===== config.mk =====
export PLATFORM = sky130hd
export DESIGN_NAME = rotate_arbiter
export DESIGN_NICKNAME = d
export VERILOG_FILES = /design/src/rtl/rotate_arbiter.sv
export SDC_FILE = /design/constraint.sdc
export NUM_CORES = 1
export LEC_CHECK = 0
export ABC_AREA = 1
export CAP_MARGIN = 20
export CORE_ASPECT_RATIO = 0.75
export CORE_UTILIZATION = 42
export DETAILED_ROUTE_END_ITERATION = 6
export PLACE_DENSITY = 0.8
export SYNTH_ARGS = -nofsm -noshare
export SYNTH_HDL_FRONTEND = slang
export SYNTH_SLANG_ARGS = --single-unit

===== constraint.sdc =====
create_clock -name clk -period 2.4 [get_ports clk]
set_clock_uncertainty 0.1 [all_clocks]
set_input_delay 0.6 -clock clk [delete_from_list [all_inputs] [get_ports clk]]
set_output_delay 0.6 -clock clk [all_outputs]
set_load 0.005 [all_outputs]

===== src/rtl/rotate_arbiter.sv =====
`default_nettype none
// ============================================================================
//  Module   : rotate_arbiter
//  Brief    : Round-robin arbiter that shares one barrel rotator between
//             NUM_REQ valid/ready requesters. Results come back on a single
//             registered valid/ready port, tagged with the requester index.
//  Options  : ROTATE_ARB_PIPE_EN adds a register stage (s1) between the
//             arbiter and the rotator. Latency becomes 2, throughput stays 1.
//  Revision : 1.0 - initial release
// ============================================================================
module rotate_arbiter #(
    parameter int WIDTH   = 8,
    parameter int NUM_REQ = 4
) (
    input  logic                               clk,
    input  logic                               rst_n,
    input  logic [NUM_REQ-1:0]                 req_valid,
    output logic [NUM_REQ-1:0]                 req_ready,
    input  logic [NUM_REQ*WIDTH-1:0]           req_data,
    input  logic [NUM_REQ*$clog2(WIDTH)-1:0]   req_shift,
    input  logic [NUM_REQ-1:0]                 req_dir,
    output logic                               out_valid,
    input  logic                               out_ready,
    output logic [WIDTH-1:0]                   out_data,
    output logic [$clog2(NUM_REQ)-1:0]         out_id
);

    localparam int SW = $clog2(WIDTH);
    localparam int IW = $clog2(NUM_REQ);
    localparam logic [IW:0]   c_num_req = (IW+1)'(NUM_REQ);
    localparam logic [IW-1:0] c_last_id = IW'(NUM_REQ - 1);

    logic [IW-1:0]    r_ptr;
    logic             r_out_valid;
    logic [WIDTH-1:0] r_out_data;
    logic [IW-1:0]    r_out_id;

    logic             w_can_accept;
    logic             w_found;
    logic [IW-1:0]    w_winner;
    logic [IW:0]      w_sum;
    logic             w_xfer;

    logic [WIDTH-1:0] w_data_arr  [NUM_REQ];
    logic [SW-1:0]    w_shift_arr [NUM_REQ];

    logic [WIDTH-1:0] w_rot_in;
    logic [SW-1:0]    w_rot_shift;
    logic             w_rot_dir;
    logic [IW-1:0]    w_rot_id;
    logic [SW-1:0]    w_rot_amt;
    logic [WIDTH-1:0] w_rot_out;
    logic             w_out_load;

    // Split the packed request buses into per-requester words
    generate
        for (genvar i = 0; i < NUM_REQ; i++) begin : g_unpack
            assign w_data_arr[i]  = req_data[i*WIDTH +: WIDTH];
            assign w_shift_arr[i] = req_shift[i*SW +: SW];
        end
    endgenerate

    // Round-robin search: first valid requester at or after the pointer
    always_comb begin
        w_found  = 1'b0;
        w_winner = '0;
        w_sum    = '0;
        for (int k = 0; k < NUM_REQ; k++) begin
            w_sum = {1'b0, r_ptr} + (IW+1)'(k);
            if (w_sum >= c_num_req) begin
                w_sum = w_sum - c_num_req;
            end
            if (!w_found && req_valid[w_sum[IW-1:0]]) begin
                w_found  = 1'b1;
                w_winner = w_sum[IW-1:0];
            end
        end
    end

    assign w_xfer = w_found && w_can_accept;

    // Grant is one-hot on the winner and only when the next stage can take it
    always_comb begin
        req_ready = '0;
        if (w_xfer) begin
            req_ready[w_winner] = 1'b1;
        end
    end

    // Priority pointer moves just past the requester that transferred
    always_ff @(posedge clk or negedge rst_n) begin
        if (!rst_n) begin
            r_ptr <= '0;
        end else if (w_xfer) begin
            r_ptr <= (w_winner == c_last_id) ? '0 : w_winner + IW'(1);
        end
    end

`ifdef ROTATE_ARB_PIPE_EN
    logic             r_s1_valid;
    logic [WIDTH-1:0] r_s1_data;
    logic [SW-1:0]    r_s1_shift;
    logic             r_s1_dir;
    logic [IW-1:0]    r_s1_id;
    logic             w_s1_adv;

    assign w_s1_adv     = r_s1_valid && (!r_out_valid || out_ready);
    assign w_can_accept = !r_s1_valid || w_s1_adv;
    assign w_out_load   = w_s1_adv;
    assign w_rot_in     = r_s1_data;
    assign w_rot_shift  = r_s1_shift;
    assign w_rot_dir    = r_s1_dir;
    assign w_rot_id     = r_s1_id;

    // s1 captures the granted request and empties when it moves on
    always_ff @(posedge clk or negedge rst_n) begin
        if (!rst_n) begin
            r_s1_valid <= 1'b0;
            r_s1_data  <= '0;
            r_s1_shift <= '0;
            r_s1_dir   <= 1'b0;
            r_s1_id    <= '0;
        end else if (w_xfer) begin
            r_s1_valid <= 1'b1;
            r_s1_data  <= w_data_arr[w_winner];
            r_s1_shift <= w_shift_arr[w_winner];
            r_s1_dir   <= req_dir[w_winner];
            r_s1_id    <= w_winner;
        end else if (w_s1_adv) begin
            r_s1_valid <= 1'b0;
        end
    end
`else
    assign w_can_accept = !r_out_valid || out_ready;
    assign w_out_load   = w_xfer;
    assign w_rot_in     = w_data_arr[w_winner];
    assign w_rot_shift  = w_shift_arr[w_winner];
    assign w_rot_dir    = req_dir[w_winner];
    assign w_rot_id     = w_winner;
`endif

    // Barrel rotator: right by s is left by (-s mod WIDTH)
    always_comb begin
        w_rot_amt = w_rot_dir ? (SW'(0) - w_rot_shift) : w_rot_shift;
        w_rot_out = (w_rot_in << w_rot_amt) | (w_rot_in >> (WIDTH - int'(w_rot_amt)));
    end

    // Output register: load a new result, otherwise drop valid once consumed
    always_ff @(posedge clk or negedge rst_n) begin
        if (!rst_n) begin
            r_out_valid <= 1'b0;
            r_out_data  <= '0;
            r_out_id    <= '0;
        end else if (w_out_load) begin
            r_out_valid <= 1'b1;
            r_out_data  <= w_rot_out;
            r_out_id    <= w_rot_id;
        end else if (r_out_valid && out_ready) begin
            r_out_valid <= 1'b0;
        end
    end

    assign out_valid = r_out_valid;
    assign out_data  = r_out_data;
    assign out_id    = r_out_id;

endmodule
`default_nettype wire


Word level (Yosys, flattened, before mapping) --
Cells that the tools add are included.
Word-level totals: register bits after elaboration 13, bits in latches 0, memory bits (writable) 0, bits in read-only memories 0, input port bits 55, memories kept 0
Cells by class: $add $sub $neg 10, $mul 0, div/mod/pow operators 0, magnitude comparators 11, equality and inequality tests 1, shift operators 2, muxes and demuxes 35, bitwise operators 2, reduce and logical (&&, ||, !) cells 12
Operators by type and width (number):
- 8-bit by 32-bit right shift with 8-bit output | 1
- 2-bit two-way mux | 9
- 8-bit binary-select mux with 2-bit select | 1
- 8-bit two-way mux | 2
- 2-bit by 3-bit less-than comparator with 1-bit output (second input constant) | 5
- 3-bit greater-or-equal comparator (second input constant) | 4
- 1-bit two-way mux | 12
- 1-bit binary-select mux with 2-bit select | 5
- 3-bit two-way mux | 3
- 8-bit bitwise OR | 1
- 8-bit by 3-bit << shifter with 8-bit output | 1
- 2-bit by 1-bit subtractor with 2-bit output (second input constant) | 4
- 2-bit by 2-bit adder with 3-bit output (second input constant) | 2
- 3-bit binary-select mux with 2-bit select | 1
- 1-bit logical AND | 6
- 4-bit by 3-bit subtractor with 5-bit output (first input constant) | 1
- 1-bit logical NOT | 4
- 4-bit two-way mux | 1
- 2-bit by 1-bit adder with 3-bit output (second input constant) | 1
- 2-bit by 3-bit greater-or-equal comparator with 1-bit output (second input constant) | 1
- 2-bit NOT with 3-bit output | 1
- 1-bit by 3-bit subtractor with 3-bit output (first input constant) | 1
- 2-bit by 1-bit adder with 2-bit output (second input constant) | 1
- 1-bit demux with 2-bit select | 1
- other kinds (4) | 4

Logic depth before layout (Yosys ltp) --
Gate-level depths: netlist of the first run.
word-level depth 23, gate-level depth with buffers 24, gate-level depth less buffers 22

Least setup slack after synthesis of the first run --
No wires, ideal clock.
kind input to output, start point input port req_valid[3], end point output port req_ready[2], data arrival time 1.800 ns, data required time 1.700 ns, path slack -0.100 ns, cell stages on the path 12, cell sequence inv_1 > nand2_1 > nand3_2 > nand2_2 > nor2_8 > nand3_4 > nand3_2 > buf_6 > buf_4 > ha_1 > inv_1 > nor2_1
Between the ends: longest elaborated chain between the ends 17, elaborated cells on any way between the ends 29, those cells by class order compare (2); mux (19); reduce/logical (8)
RTL lines:
- start: declaration | line 17 | input logic [NUM_REQ-1:0] req_valid,
- 1-bit binary-select mux with 2-bit select | line 73 | if (!w_found && req_valid[w_sum[IW-1:0]]) begin
- 1-bit two-way mux (implied by the code) | line 73
- 1-bit two-way mux | line 73
- 1-bit logical NOT | line 73
- 1-bit logical AND | line 73
- 1-bit two-way mux | line 73
- 1-bit logical NOT | line 73
- 1-bit logical AND | line 73
- 1-bit two-way mux | line 73
- 1-bit logical NOT | line 73
- 1-bit logical AND | line 73
- 2-bit two-way mux | line 73
- 2-bit by 3-bit less-than comparator with 1-bit output (implied by the code) or 2-bit by 1-bit greater-or-equal comparator with 1-bit output (tied branches) | line 86 | req_ready[w_winner] = 1'b1;
- 1-bit logical AND (implied by the code) | line 86
- 1-bit two-way mux (implied by the code) | line 86
- 1-bit demux with 2-bit select | line 86
- 4-bit two-way mux (*) | line 85 | if (w_xfer) begin
- end: declaration | line 18 | output logic [NUM_REQ-1:0] req_ready,
Every way passes the cells marked *; elsewhere a longest branch is shown, timed or not. The select of a mux whose other input is x is not followed.

Worst setup path in the final report of the first run --
start point register r_ptr[0], end point register r_out_data[1] (netlist: out_data[1])
Between the ends: longest elaborated chain between the ends 23, elaborated cells on any way between the ends 53, those cells by class add/sub (9); order compare (4); shift (2); mux (29); bitwise (2); reduce/logical (7)
RTL lines:
- start: declaration | line 33 | logic [IW-1:0] r_ptr;
- start signal: assignment | line 95 | r_ptr <= (w_winner == c_last_id) ? '0 : w_winner + IW'(1);
- branches (longest 23 deep; another with 2-bit by 1-bit adder with 3-bit output)
- end signal: assignment | line 156 | r_out_data <= w_rot_out;
- end: declaration | line 35 | logic [WIDTH-1:0] r_out_data;
Several ways; the timed one is not identified. The select of a mux whose other input is x is not followed. A chain may end at the register's enable or synchronous reset.

==> results by group, run 1 <==
Critical path
  – CP Class: flip-flop to flip-flop
  – Crit path cell chain: buf_12 > nand2_2 > nand2_2 > nand2_2 > nand2_2 > nand2_4 > nand2_4 > nand2_4 > nand3_4 > buf_8 > nand2_1 > nand2_1 > nand2_1 > nand2_4 > nand2_8 > nand2_2 > nand2_4 > nand3_4 > inv_4 > nand3_1 > nand2_1 > nor2_2 > nor2_1
  – Required @ worst endpoint: 2470 ps
  – Worst reg-to-reg path cell count: 23
  – Reg-to-Reg Start: r_ptr[0]
  – CP startpoint kind: flip-flop
  – Crit-path slowest cell: dfrtp_2
  – CP Capture Type: flip-flop
  – R2r endpoint: out_data[1]
  – Worst EP arrival: 2960 ps
  – CP Max Fanout: 6
  – R2R setup slack: -480 ps
  – Max incr delay on CP: 500 ps

Routing
  – Routed WL: 8051 um
  – Routed Antenna Nets: 0
  – DRT iter0 DRCs: 179
  – Drt via density: 5.432
  – Via count: 2852
  – DR WL/cell: 15.34 um
  – Drc violations: 0
  – Pre-Repair DR Iteration Count: 5

Min path
  – Hold Crit Endpoint: out_data[0]
  – Hold path depth: 2
  – Hold Path Class: flip-flop to flip-flop
  – Critical hold path startpoint: out_data[0]

Placed design
  – GPL Wtd Cong: 0.9456
  – HPWL after DPL: 5097 um
  – I/O Buffers: 69

Timing
  – Setup ws final: -484.0 ps
  – Pins Over Slew Limit: 0
  – Final min period: 2884 ps
  – Worst slew pin tran: 613.0 ps
  – Max Clock Freq: 0.3467 GHz
  – Worst hold slack: 423.9 ps
  – Final setup viols: 12
  – Crit share post-route: 1.202
  – Final Hold Viols: 0
  – Slew headroom: 0.5900
  – RSZ-0062 raised after global routing: true

Floorplan
  – Die area: 0.005123 mm2
  – Area of the core: 0.004546 mm2
  – DIE WIDTH: 82.32 um
  – Chip Height: 62.24 um
  – Row count: 21
  – Top Ports: 70
  – Initial Utilization: 0.4470

Synth
  – Seq/Total Area, Yosys: 0.1601
  – Mean Syn Cell Area: 5.724 um2
  – Syn_nets: 414
  – Synthesized flop and latch total: 13
  – Number of synthesized flops with an enable pin: 0
  – YS warnings: 0
  – Synthesized cell area: 0.002032 mm2
  – Top_reg_cell synth: dfrtp_1
  – Share of flip-flops with an asynchronous set or reset: 1.000
  – Synthesized instance count: 355
  – Post-synth cell types: 31

CTS
  – CTS Buf Count: 3
  – # clock sinks: 13
  – Clock Tree Root: clkbuf_8
  – CTS H-Tree Depth: 1
  – CTS tree: built
  – Clk pin slew, worst setup/hold paths: 60 ps
  – Worst skew pair latency: 240 ps
  – CTS max path bufs: 2

Layout
  – Ratio of cells with drive above 1 in the final layout: 0.4167
  – Most common cell after layout, fill and taps aside: nand2_1
  – Antenna cells: 0
  – Area delta synth->final: 85.04%
  – Most frequent cells in the layout: 96 x nand2_1, 61 x clkdlybuf4s50_1, 37 x buf_4, 34 x inv_1, 31 x nand2_2
  – Final net count: 528

Outcome
  – Failing checks: negative setup slack
  – Outcome: finished, violations left

Global routing
  – Vias in the first global route: 2464
  – Global-route wire length before repair: 10930 um
  – Antenna violations before repair: 0
  – Gr usage total: 0.2729
  – Grt total ovfl: 0
  – Largest net degree at the start of global routing: 30

Run
  – Max-cap violations: 0
[metrics by stage]
step | area [um2] | worst slack (ps) | TNS [ps] | utilization | std cells
2_1_floorplan | 2227 | -26.89 | -83.34 | - | 355
3_3_place_gp | 3183 | -1128 | -13070 | 0.7002 | 506
3_5_place_dp | 3183 | -1189 | -14240 | 0.7002 | 506
4_1_cts | 3386 | -398.4 | -4132 | 0.7448 | 516
5_1_grt | 3760 | -592.0 | -6396 | 0.8271 | 525
6_report | 3760 | -484.0 | -5256 | 0.8271 | 525
[timing repair]
action	CTS	global route
endpoints found under the setup margin	15	14
hold buffers	0	0
setup buffers	5	6
cloned	1	3
hold endpoints to repair	0	0
pin swaps	17	28
resized for setup	60	70
[Yosys cell counts (2+ instances only)]
library cell  count  area, um2
inv_1            42      157.7
nand3b_1          2      15.01
buf_6             5      56.30
ha_1              4      50.05
dfrtp_1          13      325.3
nor2_1           25      93.84
a21oi_1           9      45.04
o21ai_0           6      30.03
a31oi_1           3      18.77
clkbuf_1          2      7.510
nand2_2          16      100.1
inv_2            10      37.54
nand2_4           8      90.09
o211ai_1          9      67.56
nand3_2           7      70.07
nand4_1           6      37.54
o21ai_1          13      65.06
buf_4             4      30.03
nand2_1         134      503.0
nand3_1          26      130.1
[worst max path at each step]
stage                         endpoint    startpoint  cells after the start
after floorplan            out_data[6]  req_valid[0]                     21
after global placement    req_ready[2]  req_valid[3]                     14
after detailed placement  req_ready[2]  req_valid[3]                     14
after CTS                 req_ready[3]      r_ptr[0]                     15
after global routing       out_data[1]      r_ptr[0]                     23
final                      out_data[1]      r_ptr[0]                     23
[layer usage]
| metal | GRT usage | routed length, um | vias up |
|---|---|---|---|
| li1 | - | - | 1346 |
| met1 | 0.3339 | 3110 | 1286 |
| met2 | 0.4907 | 3935 | 173 |
| met3 | 0.04559 | 587 | 47 |
| met4 | 0.05482 | 418 | 0 |
| met5 | 0 | 0 | - |
[registers in the layout (all words and copies together), names as in the netlist]
| register | flops |
|---|---|
| out_data | 8 |
| out_valid | 1 |
| out_id | 2 |
| r_ptr | 2 |
[worst max-delay path: cells and delay by family, from the launching register on]
kind | cells | cell delay (ps)
flops | 1 | 500
simple gates | 20 | 1750
buf+inv | 3 | 450
[area by class of cell]
class,count,area [um2]
Clock buffer,4,45.04
Fill cell,272,785.8
Inverter,53,249.0
Multi-Input combinational cell,277,1863
Sequential cell,13,327.8
Tap cell,57,71.32
Timing Repair Buffer,120,1197
Timing Repair inverter,1,6.256
[logic make-up (layout without fill, tap and decap cells)]
| group | Yosys count | count (layout) | share of synthesized area |
|---|---|---|---|
| AND/OR/NAND/NOR | 230 | 230 | 0.5425 |
| flip-flops | 13 | 13 | 0.1601 |
| AO/OA/AOI/OAI | 43 | 43 | 0.1238 |
| buffers and inverters | 65 | 178 | 0.1490 |
| adder cells (fa/ha/maj) | 4 | 4 | 0.02463 |
Power of run 1 is not shown: default switching activity piles up to over one toggle a cycle in this logic, so the estimate is an artifact.
==> inputs of run 2 (changes only) <==
- CORE_MARGIN: unset -> 4
==> results by group, run 2 (same netlist as run 1, synthesis figures left out) <==
Routing
  – Drc violations: 9
  – Drt via density: 5.831
  – DR WL/cell: 19.04 um
  – DRT iter0 DRCs: 357
  – Via count: 3149
  – Routed Antenna Nets: 0
  – Pre-Repair DR Iteration Count: 7
  – Routed WL: 10280 um

Global routing
  – Gr usage total: 0.2639
  – Antenna violations before repair: 0
  – Largest net degree at the start of global routing: 17
  – Grt total ovfl: 0
  – Vias in the first global route: 2807
  – Global-route wire length before repair: 12480 um

Placed design
  – GPL Wtd Cong: 0.9259
  – HPWL after DPL: 5295 um
  – Area after DPL: 0.003196 mm2
  – I/O Buffers: 69

Critical path
  – CP Capture Type: output pin
  – CP Max Fanout: 5
  – Worst EP arrival: 2270 ps
  – CP startpoint kind: flip-flop
  – Delay-heaviest family, CP: buffers and inverters
  – Crit path cell chain: inv_4 > buf_4 > nand3_2 > nand2_2 > inv_2 > nand3_4 > nand3_4 > buf_6 > inv_4 > buf_6 > ha_4 > inv_2 > nor2_2 > buf_2
  – Crit-path slowest cell: dfrtp_2
  – Buf/Inv on CP: 8
  – Max incr delay on CP: 470 ps
  – CP Class: flip-flop to output pin
  – Required @ worst endpoint: 1700 ps

Layout
  – Multi-input logic area: 0.002001 mm2
  – Antenna cells: 0
  – Most common cell after layout, fill and taps aside: nand2_1
  – Most frequent cells in the layout: 79 x nand2_1, 61 x clkdlybuf4s50_1, 47 x nand2_2, 41 x buf_4, 34 x inv_1
  – Ratio of cells with drive above 1 in the final layout: 0.4762
  – Register Area: 327.8 um2
  – Final net count: 543
  – Max reg flops: 8
  – Final Cell Area: 0.004058 mm2
  – Fillers: 217
  – Area delta synth->final: 99.69%

Timing
  – Max Clock Freq: 0.3372 GHz
  – Slew headroom: 0.5721
  – Final min period: 2966 ps
  – Final setup viols: 14
  – RSZ-0062 raised after global routing: true
  – Setup ws final: -565.7 ps
  – Final Hold Viols: 0
  – Worst slew pin tran: 639.9 ps
  – Crit share post-route: 1.236
  – Pins Over Slew Limit: 0
  – Worst hold slack: 405.2 ps

Floorplan
  – Die area: 0.006026 mm2
  – DIE WIDTH: 88.32 um
  – Initial Utilization: 0.4444
  – Top Ports: 70
  – Chip Height: 68.24 um
  – Area of the core: 0.004572 mm2
  – Row count: 21

Outcome
  – Outcome: finished, violations left
  – Failing checks: design-rule violations, negative setup slack

CTS
  – CTS H-Tree Depth: 1
  – # clock sinks: 13
  – CTS max path bufs: 2
  – CTS tree: built
  – Clk pin slew, worst setup/hold paths: 60 ps
  – CTS Buf Count: 3
  – Worst skew pair latency: 250 ps
  – Clock Tree Root: clkbuf_8

Run
  – Max-cap violations: 0

Min path
  – Hold Path Class: flip-flop to flip-flop
-- run 2: cell types whose count changed in the layout (fill, tap and decap cells not counted), sizes merged --
cell,change
buf,+18
clkbuf,-2
clkinvlp,+1
inv,-2
-- run 2: layer usage --
layer	wire (um)	part of all wire	track usage
met2	4658	0.45	0.4851
met3	967	0.094	0.05535
met5	0	0	0
met4	744	0.072	0.07358
met1	3912	0.38	0.3119
-- run 2: tightest hold or removal path: cells and delay by family (launching register included) --
family        cells  cell delay (ps)
flops             1              360
simple gates      2              120
-- run 2: what timing repair did --
item                                    CTS  global route
buffers inserted                         13            15
cloned                                    2             1
hold buffers                              0             0
endpoints found under the setup margin   15            15
resized for setup                        92            80
pin swaps                                38            49
-- run 2: layout make-up --
class | instances | share of cell area
Multi-Input combinational cell | 277 | 0.4931
Timing Repair Buffer | 136 | 0.3327
Sequential cell | 13 | 0.08079
Inverter | 53 | 0.06475
Tap cell | 57 | 0.01758
Clock buffer | 4 | 0.01110
-- run 2: per-stage QoR --
stage / setup slack (ps) / TNS [ps] / cells / util
final: -565.7 / -6008 / 540 / 0.8875
after global routing: -660.3 / -7428 / 540 / 0.8875
after CTS: -376.3 / -4039 / 525 / 0.7926
after detailed placement: -1098 / -13820 / 506 / 0.6990
after global placement: -1069 / -12940 / 506 / 0.6990
after floorplan: -26.89 / -83.34 / 355 / -
-- run 2: path summary, 6_finish.rpt --
check | startpoint | endpoint | slack (ps) | cells after the start
worst max-delay path | r_ptr[1] | req_ready[3] | -570 | 14
worst min-delay path | out_data[0] | out_data[0] | 410 | 2
worst max register to register | r_ptr[0] | out_data[1] | -550 | 22
worst min register to register | out_data[0] | out_data[0] | 410 | 2
max in group asynchronous | rst_n | r_ptr[0] | 1100 | 1
min in group asynchronous | rst_n | out_data[4] | 640 | 1
Power of run 2 is left out for the same reason.
